$ cat src/rtl/ro_freq_counter.sv
// Ring-oscillator frequency counter: synchronizes ro_in, counts rising edges over a
// fixed gate window of clk cycles and reports a saturating result with a valid pulse.
module ro_freq_counter #(
    parameter int GATE_CYCLES = 1024,
    parameter int CNT_W       = 16,
    parameter int SYNC_STAGES = 2
) (
    input  logic             clk,
    input  logic             rst_n,
    input  logic             ro_in,
    input  logic             start,
    input  logic             cont,
    input  logic             stop,
    output logic             ro_en,
    output logic             busy,
    output logic [CNT_W-1:0] count,
    output logic             overflow,
    output logic             valid
);
    localparam int TIMER_W = (GATE_CYCLES > 1) ? $clog2(GATE_CYCLES) : 1;
    localparam logic [TIMER_W-1:0] TIMER_LAST = TIMER_W'(GATE_CYCLES - 1);
    localparam logic [CNT_W-1:0]   CNT_MAX    = '1;

    typedef enum logic {
        IDLE = 1'b0,
        GATE = 1'b1
    } state_t;

    state_t               state_reg, state_next;
    logic [SYNC_STAGES-1:0] sync_reg;
    logic                 hist_reg;
    logic [TIMER_W-1:0]   timer_reg, timer_next;
    logic [CNT_W-1:0]     acc_reg, acc_next, acc_inc;
    logic                 sat_reg, sat_next, sat_inc;
    logic [CNT_W-1:0]     count_reg, count_next;
    logic                 overflow_reg, overflow_next;
    logic                 valid_reg, valid_next;
    logic                 rise;

    // Synchronizer and history flop run in every state; edges seen in IDLE are simply ignored.
    always_ff @(posedge clk or negedge rst_n) begin
        if (!rst_n) begin
            sync_reg <= '0;
            hist_reg <= 1'b0;
        end else begin
            sync_reg <= {sync_reg[SYNC_STAGES-2:0], ro_in};
            hist_reg <= sync_reg[SYNC_STAGES-1];
        end
    end

    assign rise = sync_reg[SYNC_STAGES-1] & ~hist_reg;

    always_comb begin
        acc_inc = acc_reg;
        sat_inc = sat_reg;
        if (rise) begin
            if (acc_reg == CNT_MAX) begin
                sat_inc = 1'b1;
            end else begin
                acc_inc = acc_reg + CNT_W'(1);
            end
        end
    end

    always_comb begin
        state_next    = state_reg;
        timer_next    = timer_reg;
        acc_next      = acc_reg;
        sat_next      = sat_reg;
        count_next    = count_reg;
        overflow_next = overflow_reg;
        valid_next    = 1'b0;
        case (state_reg)
            IDLE: begin
                if (start && !stop) begin
                    state_next = GATE;
                    timer_next = '0;
                    acc_next   = '0;
                    sat_next   = 1'b0;
                end
            end
            GATE: begin
                if (stop) begin
                    state_next = IDLE;
                end else if (timer_reg == TIMER_LAST) begin
                    // Result includes the rise of the last gate cycle; a continuing
                    // window restarts cleanly so the next cycle counts its own rise.
                    count_next    = acc_inc;
                    overflow_next = sat_inc;
                    valid_next    = 1'b1;
                    timer_next    = '0;
                    acc_next      = '0;
                    sat_next      = 1'b0;
                    if (!cont) begin
                        state_next = IDLE;
                    end
                end else begin
                    timer_next = timer_reg + TIMER_W'(1);
                    acc_next   = acc_inc;
                    sat_next   = sat_inc;
                end
            end
            default: state_next = IDLE;
        endcase
    end

    always_ff @(posedge clk or negedge rst_n) begin
        if (!rst_n) begin
            state_reg    <= IDLE;
            timer_reg    <= '0;
            acc_reg      <= '0;
            sat_reg      <= 1'b0;
            count_reg    <= '0;
            overflow_reg <= 1'b0;
            valid_reg    <= 1'b0;
        end else begin
            state_reg    <= state_next;
            timer_reg    <= timer_next;
            acc_reg      <= acc_next;
            sat_reg      <= sat_next;
            count_reg    <= count_next;
            overflow_reg <= overflow_next;
            valid_reg    <= valid_next;
        end
    end

    assign busy     = (state_reg == GATE);
    assign ro_en    = (state_reg == GATE);
    assign count    = count_reg;
    assign overflow = overflow_reg;
    assign valid    = valid_reg;
endmodule

$ cat config.mk
export PLATFORM = sky130hd
export DESIGN_NAME = ro_freq_counter
export DESIGN_NICKNAME = d
export VERILOG_FILES = /design/src/rtl/ro_freq_counter.sv
export SDC_FILE = /design/constraint.sdc
export NUM_CORES = 1
export LEC_CHECK = 0
export CAP_MARGIN = 0
export CORE_MARGIN = 4
export CORE_UTILIZATION = 43
export CTS_CLUSTER_SIZE = 30
export DETAILED_ROUTE_END_ITERATION = 10
export DONT_BUFFER_PORTS = 1
export GPL_TIMING_DRIVEN = 0
export PLACE_DENSITY = 0.69
export SETUP_SLACK_MARGIN = 0.02
export SLEW_MARGIN = 15
export SYNTH_ARGS = -nofsm -noshare
export SYNTH_HDL_FRONTEND = slang
export SYNTH_SLANG_ARGS = --single-unit
$ cat constraint.sdc
create_clock -name clk -period 1.81 [get_ports clk]
set_input_delay 0.0905 -clock clk [delete_from_list [all_inputs] [get_ports clk]]
set_output_delay 0.0905 -clock clk [all_outputs]
set_load 0.02 [all_outputs]
# Yosys cells after proc, flatten, opt, wreduce, memory -nomap -nowiden

Index checks and enable logic that the tools add are counted.
Widths: inputs -> output; s select.

Bits in registers: 49
Input bits: 6
Word-level logic and storage cells: 47

Add/sub/neg operators: 2
Eq/ne operators: 4
Multiplexer cells: 24
Bitwise gates (word level): 4
Reduce and logical (&&, ||, !) cells: 4

Operators by type and width:

| kind                  | number |
|---|---|
| $mux 16               | 5 |
| $pmux 16 s2           | 1 |
| $mux 10               | 3 |
| $pmux 10 s2           | 1 |
| $add 16x1->16 const B | 1 |
| $eq 16x16->1 const B  | 1 |
| $mux 1                | 12 |
| $add 10x1->10 const B | 1 |
| $eq 10x10->1 const B  | 1 |
| $ne 2x2->1 const B    | 2 |
| $pmux 1 s2            | 2 |
| $not 1->1             | 3 |
| $reduce_and 3->1      | 1 |
| $reduce_and 2->1      | 1 |
| $and 1x1->1           | 1 |
| $logic_and 1x1->1     | 1 |
| $logic_not 1->1       | 1 |

# Depth between registers and ports, before layout

Gate-level depths: netlist of run 1.

Depth after elaboration: 6
Mapped depth: 7
Gate-level depth less buffers: 5

# Least setup slack after synthesis of run 1

Ideal clock, no wire load.

Kind: reg-to-reg
Start: register timer_reg[0]
End: register acc_reg[11]
Library setup time: 0.082 ns
Arrival time: 1.876 ns
Data required time: 1.728 ns
Path slack: -0.148 ns
Cell stages (with the launch flop): 8
Path buffers: 2
Clock period less this slack: 1.958 ns
Cell sequence: dfrtp_1 ha_1 and4_1 a31oi_1 clkbuf_1 clkbuf_1 o31ai_1 a31oi_1

Cells in the longest elaborated chain, start to end: 4

Ends and longest elaborated chain:

| item                     | RTL line | text |
|---|---|---|
| start: declaration       | 32       | `logic [TIMER_W-1:0] timer_reg, timer_next;` |
| start signal: assignment | 118      | `timer_reg <= timer_next;` |
| $eq 10x10->1             | 85       | `end else if (timer_reg == TIMER_LAST) begin` |
| $mux 16                  | 85       |  |
| $mux 16                  | 83       | `if (stop) begin` |
| $pmux 16 s2              | 73       | `case (state_reg)` |
| end signal: assignment   | 119      | `acc_reg <= acc_next;` |
| end: declaration         | 33       | `logic [CNT_W-1:0] acc_reg, acc_next, acc_inc;` |

No other way between the ends. The select of a mux whose other input is x is not followed.
A chain may end at the register's enable or synchronous reset.

# Worst setup path after layout of run 1

Start: register timer_reg[0]
End: register count_reg[3] (netlist: count[3])

Cells in the longest elaborated chain, start to end: 2

Ends and longest elaborated chain:

| item                              | RTL line | text |
|---|---|---|
| $eq 10x10->1                      | 85       |  |
| $reduce_and 3->1 (no source line) | n/a      |  |
| end signal: assignment            | 121      | `count_reg <= count_next;` |
| end: declaration                  | 35       | `logic [CNT_W-1:0] count_reg, count_next;` |

No other way between the ends.

==> flow_metrics.py, run 1 <==
metrics = {
    "setup_path": {
        "path_depth": 6,
        "crit_type": "register to register",
        "crit_chain": "ha_4 -> and4_4 -> nand4_1 -> buf_4 -> or4_1 -> nand3_1",
        "critPathSlowestCell": "or4_1",
        "cp.required_ns": 2.06,
        "cp.arrival_ns": 2.09,
        "start_kind": "register",
        "critPathLaunch": "timer_reg[0]$_DFFE_PN0P_",
        "critPathMaxFanout": 4,
        "cp_top_family": "simple AND/OR/NAND/NOR gates",
        "r2r_slack_ns": -0.04,
        "cp_num_buf_inv": 1,
        "max_stage_delay_ns": 0.46,
        "r2r_cells": 6,
        "reg2reg_from": "timer_reg[0]$_DFFE_PN0P_",
        "reg2reg_to": "count[3]$_DFFE_PN0P_",
        "cp-endpoint": "count[3]$_DFFE_PN0P_",
        "worst_setup_path_end_kind": "register",
    },
    "synthesis": {
        "ys.flop_type": "dfrtp_1",
        "synth_nets": 306,
        "synth_edf_count": 0,
        "netlist_area_um2": 2684,
        "synth.distinct_cells": 46,
        "syn_inst": 298,
        "ys_seq_elements": 49,
        "syn_area_per_cell_um2": 9.006,
        "ys_seq_area_share_pct": 45.69,
        "ys_warn_count": 0,
        "async_reset_ff_share_pct": 100.0,
    },
    "clock_network": {
        "tritoncts": "built",
        "max-clock-path-buffers": 2,
        "htree_levels": 2,
        "clk_latency_ns": 0.31,
        "cts-root-buf": "clkbuf_8",
        "clk_pin_slew_ns": 0.08,
        "numCtsBuffers": 5,
        "cts_num_sinks": 49,
    },
    "finish": {
        "post-route-util_pct": 57.69,
        "final_common_cell": "dfrtp_1",
        "design_area_um2": 3456,
        "drive_gt1_share_pct": 27.43,
        "fillCellCount": 497,
        "syn_to_final_growth_pct": 28.76,
        "layout.nets": 347,
        "layout_common_cells": "dfrtp_1 (41), buf_4 (36), nand2_1 (32), o21ai_0 (24), a31oi_1 (17)",
        "num_antenna_cells": 0,
    },
    "sta": {
        "worst_slack_ns": -0.03808,
        "relSlewSlack_pct": 64.98,
        "skew_ns": 0.008653,
        "setup_tns_ns": -0.09389,
        "setup_viol_count_final": 5,
        "fin_crit_sh_pct": 102.1,
        "drv_slew": 0,
        "max_freq_ghz": 0.5411,
        "layout_min_cycle_time_ns": 1.848,
        "hold_viol_final": 0,
        "whs_ns": 0.1216,
        "worst_slew_pin_slew_ns": 0.5234,
        "rsz0062_at_grt": "true",
    },
    "global_routing": {
        "grt_first_pass_wirelength_um": 13040,
        "grt_max_degree": 50,
        "grt_use_total_pct": 21.76,
        "globalRoute.totalOverflow": 0,
        "antenna_found_initial": 0,
        "grt_pass1_vias": 2605,
    },
    "min_path": {
        "hold_class": "input pin to register",
        "min_path_cells": 2,
    },
    "place": {
        "routabilityCongestion": 0.9301,
        "placed_area_um2": 2850,
        "portBuffers": 0,
        "hpwl_um": 4812,
    },
    "drt": {
        "drtIter0Drc": 306,
        "via_per_inst": 6.466,
        "drt-wirelength-per-cell_um": 19.31,
        "ant_nets": 0,
        "finalWirelength_um": 7996,
        "drc_errors": 0,
        "vias": 2677,
        "dr.pass1.iters": 8,
    },
    "outcome": {
        "violations": "setup timing",
        "status": "finished, violations left",
    },
    "floorplan": {
        "rows": 28,
        "fp.dieH_um": 87,
        "pin_count": 26,
        "start_util_pct": 44.80,
        "core_um2": 5991,
        "die_w_um": 87,
        "die_area_um2": 7569,
    },
    "power": {
        "ir_drop_mv": 0.3015,
        "leakage_nw": 1.457,
        "cellPowerDensity_nw_per_um2": 642.9,
    },
    "job": {
        "cap_viol_max_count": 0,
    },
}
-- through the flow --
stage          worst slack [ns]  instances  power [mW]
5_1_grt                 -0.1009        414       2.324
4_1_cts                -0.03138        405       2.178
3_5_place_dp            -0.5293        373       1.396
2_1_floorplan           0.02275        298       1.340
6_report               -0.03808        414       2.222
3_3_place_gp            -0.5532        373       1.386
-- worst reg2reg max path, stage by stage (launching register included) --
cell,delay (ns)
dfrtp_1,0.40
ha_4,0.15
and4_4,0.25
nand4_1,0.21
buf_4,0.23
or4_1,0.46
nand3_1,0.09
-- power breakdown --
part / internal, mW / leakage [nW] / switching (mW) / total, mW
logic: 0.169 / 0.753 / 0.180 / 0.349
registers: 1.14 / 0.660 / 0.0625 / 1.20
clock network: 0.304 / 0.0443 / 0.366 / 0.671
total: 1.61 / 1.46 / 0.609 / 2.22
-- Yosys cell counts, types with 2 or more instances --
cell type   n  share of area [%]
nand2b_1    3               0.70
a2bb2oi_1   4                1.3
o21ai_0    25                4.7
nor4_2      3                1.4
and4_1      3               0.98
clkbuf_2    2               0.37
nor3_1     11                2.1
o211ai_1    7                2.0
and3_1      2               0.47
and2_1      5                1.2
nand4_1    10                2.3
nand2_1    33                4.6
nand4b_1    2               0.65
a22o_1      2               0.65
ha_1        2               0.93
a31oi_1    18                4.2
nor2b_1     2               0.47
a211oi_1    2               0.56
o31ai_1     6                1.7
nand3_1    18                3.4
or4_1       8                2.2
nor4_1      6                1.4
a41oi_1     2               0.65
nor2_1     14                2.0
o21bai_1    2               0.56
buf_2       3               0.56
inv_1       6               0.84
o311ai_0    2               0.65
a21oi_1    11                2.1
o41ai_1     2               0.65
dfrtp_1    49                 46
xnor2_1     2               0.65
clkbuf_1   17                2.4
xor2_1      2               0.65
-- cells by family after synthesis --
family	count (synthesis)	synth area share, %
xor gates and xnor gates	4	1.306
buffers and inverters	29	4.429
muxes	1	0.3730
AOI/OAI and AO/OA	88	21.21
DFF	49	45.69
and+or+nand+nor	125	26.06
adders and majority gates	2	0.9323
-- per-layer routing --
metal,wire [µm],vias to the layer above,track usage (%)
met5,0,-,0
met3,620,23,5.487
met4,208,0,6.516
met2,3777,129,35.40
li1,-,1218,-
met1,3390,1307,28.49
-- timing repair --
action / CTS / global route
pin swaps: 12 / 9
hold buffers: 5 / 0
resized for setup: 37 / 25
hold endpoints to repair: 52 / 0
setup endpoints to repair: 43 / 40
setup buffers: 25 / 9
-- final cells by class --
type	count	area, µm²	share of cell area [%]
Multi-Input combinational cell	220	1541	44.61
Sequential cell	49	1236	35.77
Timing Repair Buffer	39	350.3	10.14
Buffer	18	125.1	3.621
Tap cell	75	93.84	2.715
Clock buffer	7	86.33	2.498
Inverter	6	22.52	0.6517
-- worst min-delay path by stage --
stage / start / to / slack, ns
2_1_floorplan: rst_n / acc_reg[0]$_DFFE_PN0P_ / -0.21
3_3_place_gp: rst_n / sync_reg[0]$_DFF_PN0_ / -0.20
3_5_place_dp: rst_n / sync_reg[0]$_DFF_PN0_ / -0.20
4_1_cts: stop / timer_reg[5]$_DFFE_PN0P_ / 0.11
5_1_grt: stop / timer_reg[0]$_DFFE_PN0P_ / 0.17
6_report: stop / timer_reg[5]$_DFFE_PN0P_ / 0.12
(Power assumes the default switching activity.)
==> run 2: changes to the inputs <==
- ABC_AREA: unset -> 1
- CORE_UTILIZATION: 43 -> 57
- PLACE_DENSITY: 0.69 -> 0.84
==> flow_metrics.py, run 2 <==
metrics = {
    "drt": {
        "drtIter0Drc": 221,
        "drc_errors": 0,
        "ant_nets": 0,
        "vias": 2318,
        "via_per_inst": 5.480,
        "dr.pass1.iters": 4,
        "finalWirelength_um": 5759,
        "drt-wirelength-per-cell_um": 13.61,
    },
    "synthesis": {
        "synth.distinct_cells": 30,
        "ys_warn_count": 0,
        "syn_inst": 350,
        "netlist_area_um2": 2604,
        "synth_top_area_share_pct": 47.09,
        "yosysMostFrequentCell": "nand2_1",
        "async_reset_ff_share_pct": 100.0,
        "synthTopCellsByArea": "dfrtp_1 (47%), nand2_1 (22%), nand3_1 (5.8%), inv_1 (3.7%), o21ai_0 (2.1%)",
        "synth.top_cells.by_count": "nand2_1 (155), dfrtp_1 (49), nand3_1 (30)",
        "ys.flop_type": "dfrtp_1",
        "synth_edf_count": 0,
        "syn_area_per_cell_um2": 7.439,
        "ys_seq_elements": 49,
        "yosysTopAreaCell": "dfrtp_1",
        "synth_nets": 358,
        "ys_seq_area_share_pct": 47.09,
    },
    "sta": {
        "max_freq_ghz": 0.5657,
        "skew_ns": 0.007773,
        "fin_crit_sh_pct": 97.67,
        "rsz0062_at_grt": "false",
        "worst_slew_pin_slew_ns": 0.5722,
        "relSlewSlack_pct": 61.60,
        "layout_min_cycle_time_ns": 1.768,
        "drv_slew": 0,
        "setup_viol_count_final": 0,
        "hold_viol_final": 0,
    },
    "setup_path": {
        "cp.required_ns": 2.01,
        "r2r_cells": 9,
        "cp.arrival_ns": 1.97,
        "start_kind": "register",
        "crit_type": "register to register",
        "r2r_slack_ns": 0.04,
        "worst_setup_path_end_kind": "register",
        "critPathMaxFanout": 10,
        "reg2reg_to": "count[12]$_DFFE_PN0P_",
        "reg2reg_from": "timer_reg[0]$_DFFE_PN0P_",
    },
    "finish": {
        "regArea_um2": 1227,
        "post-route-util_pct": 66.32,
        "syn_to_final_growth_pct": 11.68,
        "final_common_cell": "nand2_1",
        "drive_gt1_share_pct": 12.67,
        "fillCellCount": 358,
        "multi_input_area_um2": 1226,
        "layout_common_cells": "nand2_1 (154), dfrtp_1 (48), nand3_1 (30), inv_1 (26), nor2_1 (14)",
        "num_antenna_cells": 0,
        "layout.nets": 378,
        "design_area_um2": 2908,
    },
    "global_routing": {
        "grt_pass1_vias": 2034,
        "grt_first_pass_wirelength_um": 9225,
        "antenna_found_initial": 0,
        "globalRoute.totalOverflow": 0,
        "grt_use_total_pct": 21.34,
        "grt_max_degree": 50,
    },
    "clock_network": {
        "numCtsBuffers": 5,
        "clk_pin_slew_ns": 0.09,
        "clk_latency_ns": 0.30,
        "max-clock-path-buffers": 2,
        "htree_levels": 2,
        "tritoncts": "built",
        "cts-root-buf": "clkbuf_8",
        "cts_num_sinks": 49,
    },
    "outcome": {
        "status": "completed",
    },
    "place": {
        "placed_area_um2": 2669,
        "routabilityCongestion": 0.8758,
        "portBuffers": 0,
        "hpwl_um": 3685,
    },
    "power": {
        "ir_drop_mv": 0.4671,
        "leakage_nw": 1.487,
        "cellPowerDensity_nw_per_um2": 710.2,
    },
    "floorplan": {
        "start_util_pct": 59.39,
        "rows": 24,
        "die_w_um": 75.59,
        "fp.dieH_um": 75.59,
        "core_um2": 4384,
        "pin_count": 26,
        "die_area_um2": 5713,
    },
    "job": {
        "cap_viol_max_count": 0,
    },
    "min_path": {
        "hold_class": "input pin to asynchronous set/reset pin",
    },
}
## run 2: changes by cell type in the layout (fill, tap and decap cells not counted), sizes merged, moves of 7 or more
cell    delta
nand3     +12
nor2       +9
clkbuf     -7
buf       -32
inv       +26
o21ai     -12
nor4       -9
nand2    +124
or4        -9
a31oi     -18
## run 2: metal layers
metal  up-vias  routed length, µm  track usage, %
met4         0                 83           7.379
met5         -                  0               0
met1      1100               2633           29.41
met3         9                339           5.541
met2        62               2702           32.79
li1       1147                  -               -
## run 2: repair_timing
action | in CTS | in global routing
endpoints found under the setup margin | 23 | 38
setup buffers | 2 | 5
hold buffers | 6 | 0
resized for setup | 2 | 8
endpoints found under the hold margin | 52 | 0
pin swaps | 1 | 2
## run 2: worst max-delay path by stage
stage	cells past startpoint	slack, ns	end	startpoint
6_report	9	0.04	count[12]$_DFFE_PN0P_	timer_reg[0]$_DFFE_PN0P_
5_1_grt	9	0.007	count[8]$_DFFE_PN0P_	timer_reg[0]$_DFFE_PN0P_
4_1_cts	7	0.02	acc_reg[2]$_DFFE_PN0P_	timer_reg[0]$_DFFE_PN0P_
3_5_place_dp	8	-0.04	acc_reg[6]$_DFFE_PN0P_	busy$_DFF_PN0_
3_3_place_gp	8	-0.007	acc_reg[6]$_DFFE_PN0P_	busy$_DFF_PN0_
2_1_floorplan	8	0.25	count[14]$_DFFE_PN0P_	busy$_DFF_PN0_
## run 2: cells by family after synthesis
family,synth area share [%]
flops,47.09
fa+ha+maj,0.9609
xor+xnor,2.018
simple gates,37.77
buf+inv,6.680
compound gates,5.478
## run 2: critical path, cell delays in order (launching register included)
cell     delay (ns)
dfrtp_1        0.42
ha_2           0.21
nand2_1        0.08
nor2_2         0.17
nand2_1        0.12
nor3_4         0.25
inv_4          0.10
buf_6          0.16
nand2_1        0.08
nand2_1        0.07
## run 2: metrics by stage
stage	total power, mW	setup TNS [ns]	instances	hold slack [ns]	setup WS [ns]
CTS	2.063	0	418	0.3313	0.02278
global placement	1.390	-0.04157	402	-0.2030	-0.006966
detailed placement	1.397	-0.3208	402	-0.2032	-0.04162
global route	2.162	0	423	0.3286	0.007422
finish	2.065	0	423	0.3142	0.04214
floorplan	1.346	0	350	-0.2051	0.2515
## run 2: area by class of cell
class | instances | area share (%)
inverter | 33 | 4.346
buffer | 7 | 1.721
clock inverter | 2 | 0.3442
sequential | 49 | 42.21
clock buffer | 6 | 2.496
tap | 52 | 2.238
timing repair buffer | 13 | 4.475
multi-input combinational | 261 | 42.17
## run 2: power breakdown
group	total [mW]	internal, mW	switching [mW]
logic	0.248	0.0908	0.157
clock network	0.626	0.268	0.358
registers	1.19	1.14	0.0559
total	2.07	1.49	0.571
